$ cat src/rtl/nibble_serial_adder_ctrl_if.sv
// Request/response bundle between a requesting datapath and the nibble-serial adder sequencer.
// NIBBLE_ADDER_SUB_EN adds the sub request bit.
interface nibble_serial_adder_ctrl_if #(
  parameter int WIDTH = 16
);
  logic             start;
  logic [WIDTH-1:0] A;
  logic [WIDTH-1:0] B;
  logic             Ci;
`ifdef NIBBLE_ADDER_SUB_EN
  logic             sub;
`endif
  logic             busy;
  logic             done;
  logic [WIDTH-1:0] S;
  logic             Co;

`ifdef NIBBLE_ADDER_SUB_EN
  modport master (output start, A, B, Ci, sub, input  busy, done, S, Co);
  modport slave  (input  start, A, B, Ci, sub, output busy, done, S, Co);
`else
  modport master (output start, A, B, Ci, input  busy, done, S, Co);
  modport slave  (input  start, A, B, Ci, output busy, done, S, Co);
`endif
endinterface

$ cat src/rtl/nibble_serial_adder_ctrl.sv
// WIDTH-bit add sequenced over one shared 4-bit ripple adder, LS nibble first.
// Optional macro NIBBLE_ADDER_SUB_EN enables A-B via the sub request bit.
module nibble_serial_adder_ctrl #(
  parameter int WIDTH = 16
) (
  input  logic                          clk,
  input  logic                          rst_n,
  nibble_serial_adder_ctrl_if.slave     bus
);
  localparam int NIBBLES = WIDTH / 4;
  localparam int IW      = (NIBBLES > 1) ? $clog2(NIBBLES) : 1;

  typedef enum logic [1:0] {IDLE, RUN, DONE} state_t;

  state_t           state;
  logic [WIDTH-1:0] a_reg, b_reg, s_reg;
  logic [IW-1:0]    idx;
  logic             carry, co_reg, busy_reg, done_reg;
  logic [3:0]       a_nib, b_nib, s_nib;
  logic [4:0]       cy;
  logic             accept;

  assign bus.busy = busy_reg;
  assign bus.done = done_reg;
  assign bus.S    = s_reg;
  assign bus.Co   = co_reg;

  assign accept = bus.start && (state != RUN);

  // The shared adder: four chained full adders on the current nibble.
  always_comb begin
    a_nib = a_reg[{idx, 2'b00} +: 4];
    b_nib = b_reg[{idx, 2'b00} +: 4];
    cy    = '0;
    s_nib = '0;
    cy[0] = carry;
    for (int k = 0; k < 4; k++) begin
      s_nib[k]  = a_nib[k] ^ b_nib[k] ^ cy[k];
      cy[k+1]   = (a_nib[k] & b_nib[k]) | (cy[k] & (a_nib[k] ^ b_nib[k]));
    end
  end

  always_ff @(posedge clk or negedge rst_n) begin
    if (!rst_n) begin
      state    <= IDLE;
      a_reg    <= '0;
      b_reg    <= '0;
      s_reg    <= '0;
      idx      <= '0;
      carry    <= 1'b0;
      co_reg   <= 1'b0;
      busy_reg <= 1'b0;
      done_reg <= 1'b0;
    end else begin
      case (state)
        RUN: begin
          s_reg[{idx, 2'b00} +: 4] <= s_nib;
          carry                    <= cy[4];
          if (idx == IW'(NIBBLES - 1)) begin
            co_reg   <= cy[4];
            state    <= DONE;
            busy_reg <= 1'b0;
            done_reg <= 1'b1;
          end else begin
            idx <= idx + 1'b1;
          end
        end
        default: begin
          done_reg <= 1'b0;
          state    <= IDLE;
          if (accept) begin
            a_reg    <= bus.A;
            idx      <= '0;
            s_reg    <= '0;
            state    <= RUN;
            busy_reg <= 1'b1;
`ifdef NIBBLE_ADDER_SUB_EN
            // Subtract as A + ~B + 1; B is stored pre-inverted.
            b_reg    <= bus.sub ? ~bus.B : bus.B;
            carry    <= bus.sub ? 1'b1 : bus.Ci;
`else
            b_reg    <= bus.B;
            carry    <= bus.Ci;
`endif
          end
        end
      endcase
    end
  end
endmodule

$ cat src/flat_wrapper.sv
// flat-port wrapper written by rule: the top's interface ports become plain ports
module nibble_serial_adder_ctrl_flat 
#(
  parameter int WIDTH = 16
)
  (clk, rst_n, bus_start, bus_A, bus_B, bus_Ci, bus_busy, bus_done, bus_S, bus_Co);
  nibble_serial_adder_ctrl_if #(.WIDTH(WIDTH)) bus_i ();
  input  logic clk;
  input  logic rst_n;
  input wire logic [$bits(bus_i.start)-1:0] bus_start;
  input wire logic [$bits(bus_i.A)-1:0] bus_A;
  input wire logic [$bits(bus_i.B)-1:0] bus_B;
  input wire logic [$bits(bus_i.Ci)-1:0] bus_Ci;
  output wire logic [$bits(bus_i.busy)-1:0] bus_busy;
  output wire logic [$bits(bus_i.done)-1:0] bus_done;
  output wire logic [$bits(bus_i.S)-1:0] bus_S;
  output wire logic [$bits(bus_i.Co)-1:0] bus_Co;
  assign bus_i.start = bus_start;
  assign bus_i.A = bus_A;
  assign bus_i.B = bus_B;
  assign bus_i.Ci = bus_Ci;
  assign bus_busy = bus_i.busy;
  assign bus_done = bus_i.done;
  assign bus_S = bus_i.S;
  assign bus_Co = bus_i.Co;
  nibble_serial_adder_ctrl #(.WIDTH(WIDTH)) u_core (.clk(clk), .rst_n(rst_n), .bus(bus_i));
endmodule
$ cat config.mk
export PLATFORM = sky130hd
export DESIGN_NAME = nibble_serial_adder_ctrl_flat
export DESIGN_NICKNAME = d
export VERILOG_FILES = /design/src/rtl/nibble_serial_adder_ctrl_if.sv /design/src/rtl/nibble_serial_adder_ctrl.sv /design/src/flat_wrapper.sv
export SDC_FILE = /design/constraint.sdc
export NUM_CORES = 1
export LEC_CHECK = 0
export BUFFER_PORTS_ARGS = -buffer_cell sky130_fd_sc_hd__buf_4
export CORE_UTILIZATION = 35
export CTS_BUF_LIST = sky130_fd_sc_hd__clkbuf_8 sky130_fd_sc_hd__clkbuf_16
export DETAILED_ROUTE_END_ITERATION = 7
export PLACE_DENSITY = 0.52
export SLEW_MARGIN = 20
export SYNTH_ARGS = -nofsm -noshare
export SYNTH_HDL_FRONTEND = slang
export SYNTH_SLANG_ARGS = --single-unit
$ cat constraint.sdc
create_clock -name clk -period 7.2 [get_ports clk]
set_input_delay 1.44 -clock clk [delete_from_list [all_inputs] [get_ports clk]]
set_output_delay 1.44 -clock clk [all_outputs]
set_load 0.005 [all_outputs]
# Word level (Yosys, flattened, before mapping)
# Index checks and enable logic that the tools add are counted.
# classes
add_sub_neg,2
n_eq_ne,5
shifts,4
n_mux,16
bitwise,21
n_reduce_logical,6
# op_table
op,count
two-way mux 16 bit,2
variable part select 16 x 5 -> 4 bit,2
bitwise mux 16 bit,1
variable shift 4 x 6 -> 16 bit (first input constant),1
variable part select 4 x 6 -> 16 bit,1
two-way mux 2 bit,5
bitwise AND 1 bit,8
two-way mux 1 bit,8
AND reduction 2 bit,4
bitwise XOR 1 bit,8
negator 4 -> 6 bit,1
!= test 2 x 1 -> 1 bit (second input constant),2
OR 1 bit,4
adder 2 x 1 -> 2 bit (second input constant),1
== test 2 x 1 -> 1 bit (second input constant),1
== test 2 bit (second input constant),1
!= test 2 bit (second input constant),1
nonzero test 2 bit,1
logical AND 1 bit,1
inverter 1 bit,1
# word_totals
regBits,56
inputBits,36
out_inout_bits,19
wordCells,63

# Depth between registers and ports, before layout
# depth
depth_word,12
ltp_mapped,12
mapped_depth_nobuf,11

# Worst setup path after synthesis
# Ideal clock, no wire load.
# synth_timing
kind,register to register
from,register u_core.idx[0]
to,register u_core.s_reg[11] (netlist: u_core.bus.S[11])
setup_time_ns,0.121
arrival_time_ns,2.667
t_required_ns,7.079
path_slack_ns,4.412
stages_incl_launch_ff,12
path_buffers,1
period_less_slack_ns,2.788
cell_sequence,dfrtp_1 -> buf_4 -> mux4_2 -> inv_1 -> fa_1 -> inv_1 -> fa_1 -> inv_1 -> fa_1 -> inv_1 -> fa_1 -> a22o_1
# synth_via
elab_chain_len,12
elab_cells_between_ends,24
classes_between,add/sub: 1; shift: 4; mux: 2; bitwise: 17
# synth_lines
item,line,rtl
"start, declared",nibble_serial_adder_ctrl.sv:17,logic [IW-1:0] idx;
"start signal, assigned",nibble_serial_adder_ctrl.sv:65,idx <= idx + 1'b1;
variable part select 16 x 5 -> 4 bit (on tied branches),"nibble_serial_adder_ctrl.sv:32, nibble_serial_adder_ctrl.sv:33",
bitwise XOR 1 bit,"nibble_serial_adder_ctrl.sv:38, nibble_serial_adder_ctrl.sv:39",
bitwise AND 1 bit,nibble_serial_adder_ctrl.sv:39,cy[k+1] = (a_nib[k] & b_nib[k]) | (cy[k] & (a_nib[k] ^ b_nib[k]));
OR 1 bit,nibble_serial_adder_ctrl.sv:39,
bitwise AND 1 bit,nibble_serial_adder_ctrl.sv:39,
OR 1 bit,nibble_serial_adder_ctrl.sv:39,
bitwise AND 1 bit,nibble_serial_adder_ctrl.sv:39,
OR 1 bit,nibble_serial_adder_ctrl.sv:39,
bitwise XOR 1 bit,nibble_serial_adder_ctrl.sv:38,s_nib[k] = a_nib[k] ^ b_nib[k] ^ cy[k];
variable part select 4 x 6 -> 16 bit,nibble_serial_adder_ctrl.sv:57,"s_reg[{idx, 2'b00} +: 4] <= s_nib;"
bitwise mux 16 bit *,nibble_serial_adder_ctrl.sv:57,
two-way mux 16 bit *,nibble_serial_adder_ctrl.sv:55,case (state)
"end signal, assigned by index",nibble_serial_adder_ctrl.sv:57,
"end, declared",nibble_serial_adder_ctrl.sv:16,"logic [WIDTH-1:0] a_reg, b_reg, s_reg;"
# Mark *: on every way between the ends. The rest lies on a longest branch, timed or not.
# A chain may end at the register's enable or synchronous reset.

# Worst setup path in the final report
# layout_timing
from,register u_core.idx[0]
to,register u_core.s_reg[15] (netlist: u_core.bus.S[15])
# Same word-level chain as after synthesis.

==> results.txt <==
Leak Pwr: 1.61 nW
post-route ant nets: 0
CP Class: reg2reg
Worst R2R Setup Slack: 4060 ps
post-synth cell types: 30
die span in x: 89.8 um
clock sink count: 55
DPL Wire Length: 3740 um
#FFs+latches synth: 55
WHS: 490 ps
Worst-path clk slew: 100 ps
peak supply drop: 244 uV
Fmax: 319 MHz
Power Density: 490 nW/um^2
placed cells: 313
most frequent cells in the layout: dfrtp_1 (55), buf_4 (54), mux2_4 (29)
Mean Syn Cell Area: 16.1 sq um
crit end category: flip-flop
ratio of cells with drive above 1 in the final layout: 50.0%
cts bufs inserted: 5
Slew HR: 53.6%
Syn Inst Count: 167
Place WS: 4010 ps
status: complete, no violations
row cnt: 31
diode count: 0
actual slew at the worst max-slew pin: 696 ps
total track usage: 13.2%
skew final: 10.8 ps
vias in the first global route: 1,578
Worst Path Arrival: 3340 ps
IO Pins: 55
HP Class: reg2reg
period utilisation layout: 43.5%
largest net degree at the start of global routing: 56
Root Buffer: clkbuf_8
Skew-Pair Late Insertion Delay: 310 ps
DR vias: 1,517
TritonCTS clock tree: done
Final nets: 265
Hold Buf Count CTS: 0
Synthesized Nets: 211
CTS max path bufs: 2
final hold vios: 0
H-tree depth: 2
initial antenna violation count: 0
PnR worst setup slack: 4060 ps
first-pass GRT wire length: 8290 um
Final setup viols: 0
Post-Syn Area: 2700 sq um
most common cell after layout, fill and taps aside: dfrtp_1
Worst Setup Start Kind: flip-flop
minimum clock period: 3140 ps
die height: 89.8 um
setup TNS: 0 ps
sequential share of the synthesized area: 51.0%
cts repair resizes: 0
Residual DRC: 0
drt pass-1 iters: 4
max_cap viols: 0
Slew Limit Fails: 0
Yosys warning total: 0
drt total wl: 5050 um
global route overflow: 0
total die area: 8060 sq um
Core Area: 7330 sq um
via count normalized by instance count: 4.73
post-synthesis to final-layout area growth: 20.7%
crit path max fanout: 14
Post-CTS Setup Bufs: 0
GPL Wtd Cong: 0.667
Req. time, crit path: 7400 ps
DR WL/cell: 15.7 um
non-filler cells, final: 321
RSZ-0062 raised after global routing: no
initial core utilization: 36.8%
Util after Layout: 44.4%
I/O Buffers: 54
Iter 0 DRT Violations: 60
==> area by class of cell <==
| class | instances | area [sq um] |
|---|---|---|
| Fill cell | 697 | 4080 |
| Tap cell | 99 | 124 |
| Inverter | 12 | 45.0 |
| Sequential cell | 55 | 1380 |
| Multi-Input combinational cell | 93 | 1170 |
| Clock buffer | 5 | 68.8 |
| Clock inverter | 3 | 63.8 |
| Timing Repair Buffer | 54 | 405 |
==> per-stage QoR <==
| step | power (mW) | cell area, sq um |
|---|---|---|
| 2_1_floorplan | 1.17 | 2700 |
| 6_report | 1.60 | 3250 |
| 4_1_cts | 1.62 | 3250 |
| 5_1_grt | 1.71 | 3250 |
| 3_5_place_dp | 1.38 | 3120 |
| 3_3_place_gp | 1.38 | 3120 |
==> synthesized netlist by cell type <==
library cell / count / area, sq um
nand3_1: 2 / 10.0
buf_12: 4 / 80.1
fa_1: 4 / 80.1
nand2_1: 3 / 11.3
mux4_2: 8 / 180
nor2b_4: 1 / 13.8
nand3b_1: 2 / 15.0
mux2_4: 29 / 435
buf_4: 1 / 7.51
mux2i_1: 1 / 10.0
o21ai_0: 2 / 10.0
ha_1: 4 / 50.1
and3b_1: 1 / 8.76
and4_1: 1 / 8.76
o2bb2ai_1: 8 / 70.1
a22o_1: 9 / 78.8
nand2b_4: 1 / 13.8
mux2_2: 5 / 56.3
nor2_1: 2 / 7.51
mux2i_2: 3 / 41.3
a21boi_2: 1 / 11.3
dfrtp_1: 55 / 1380
and4bb_2: 1 / 12.5
nand4_1: 1 / 6.26
buf_2: 1 / 5.00
buf_6: 1 / 11.3
nor3b_1: 1 / 7.51
inv_1: 12 / 45.0
nand2_8: 1 / 20.0
and3_1: 2 / 12.5
==> cell families after synthesis <==
logic type,after synthesis,synth area share [%]
flops,55,51.0
mux,46,26.8
compound gates,20,6.31
buf+inv,19,5.52
simple gates,19,5.48
fa+ha+maj,8,4.83
==> power by group <==
group          internal, mW  switching [mW]  total, mW
combinational         0.449           0.346      0.795
sequential            0.449           0.113      0.562
clock                 0.138           0.101      0.238
==> path summary, 6_finish.rpt <==
kind | start | depth (start not counted) | to
min in group asynchronous | rst_n | 1 | u_core.bus.S[13]
worst min-delay path | u_core.bus.busy | 2 | u_core.bus.busy
worst max-delay path | u_core.idx[0] | 10 | u_core.bus.S[15]
worst min register to register | u_core.bus.busy | 2 | u_core.bus.busy
max in group asynchronous | rst_n | 1 | u_core.a_reg[9]
worst max register to register | u_core.idx[0] | 10 | u_core.bus.S[15]
==> critical path, stage by stage (launching register included) <==
cell and delay [ps]:
dfrtp_1 790, mux4_2 590, inv_1 90, fa_1 170, inv_1 50, fa_1 350
inv_1 80, fa_1 150, inv_1 50, fa_1 500, a22o_1 220
==> metal layers <==
layer  vias up  global-route usage (%)  routed length, um
met4         0                    5.33                 82
li1        717                       -                  -
met2        43                    19.4               2270
met5         -                       0                  0
met1       749                    18.5               2460
met3         8                    3.55                235
Note: power is estimated with default switching activity, not from simulation.
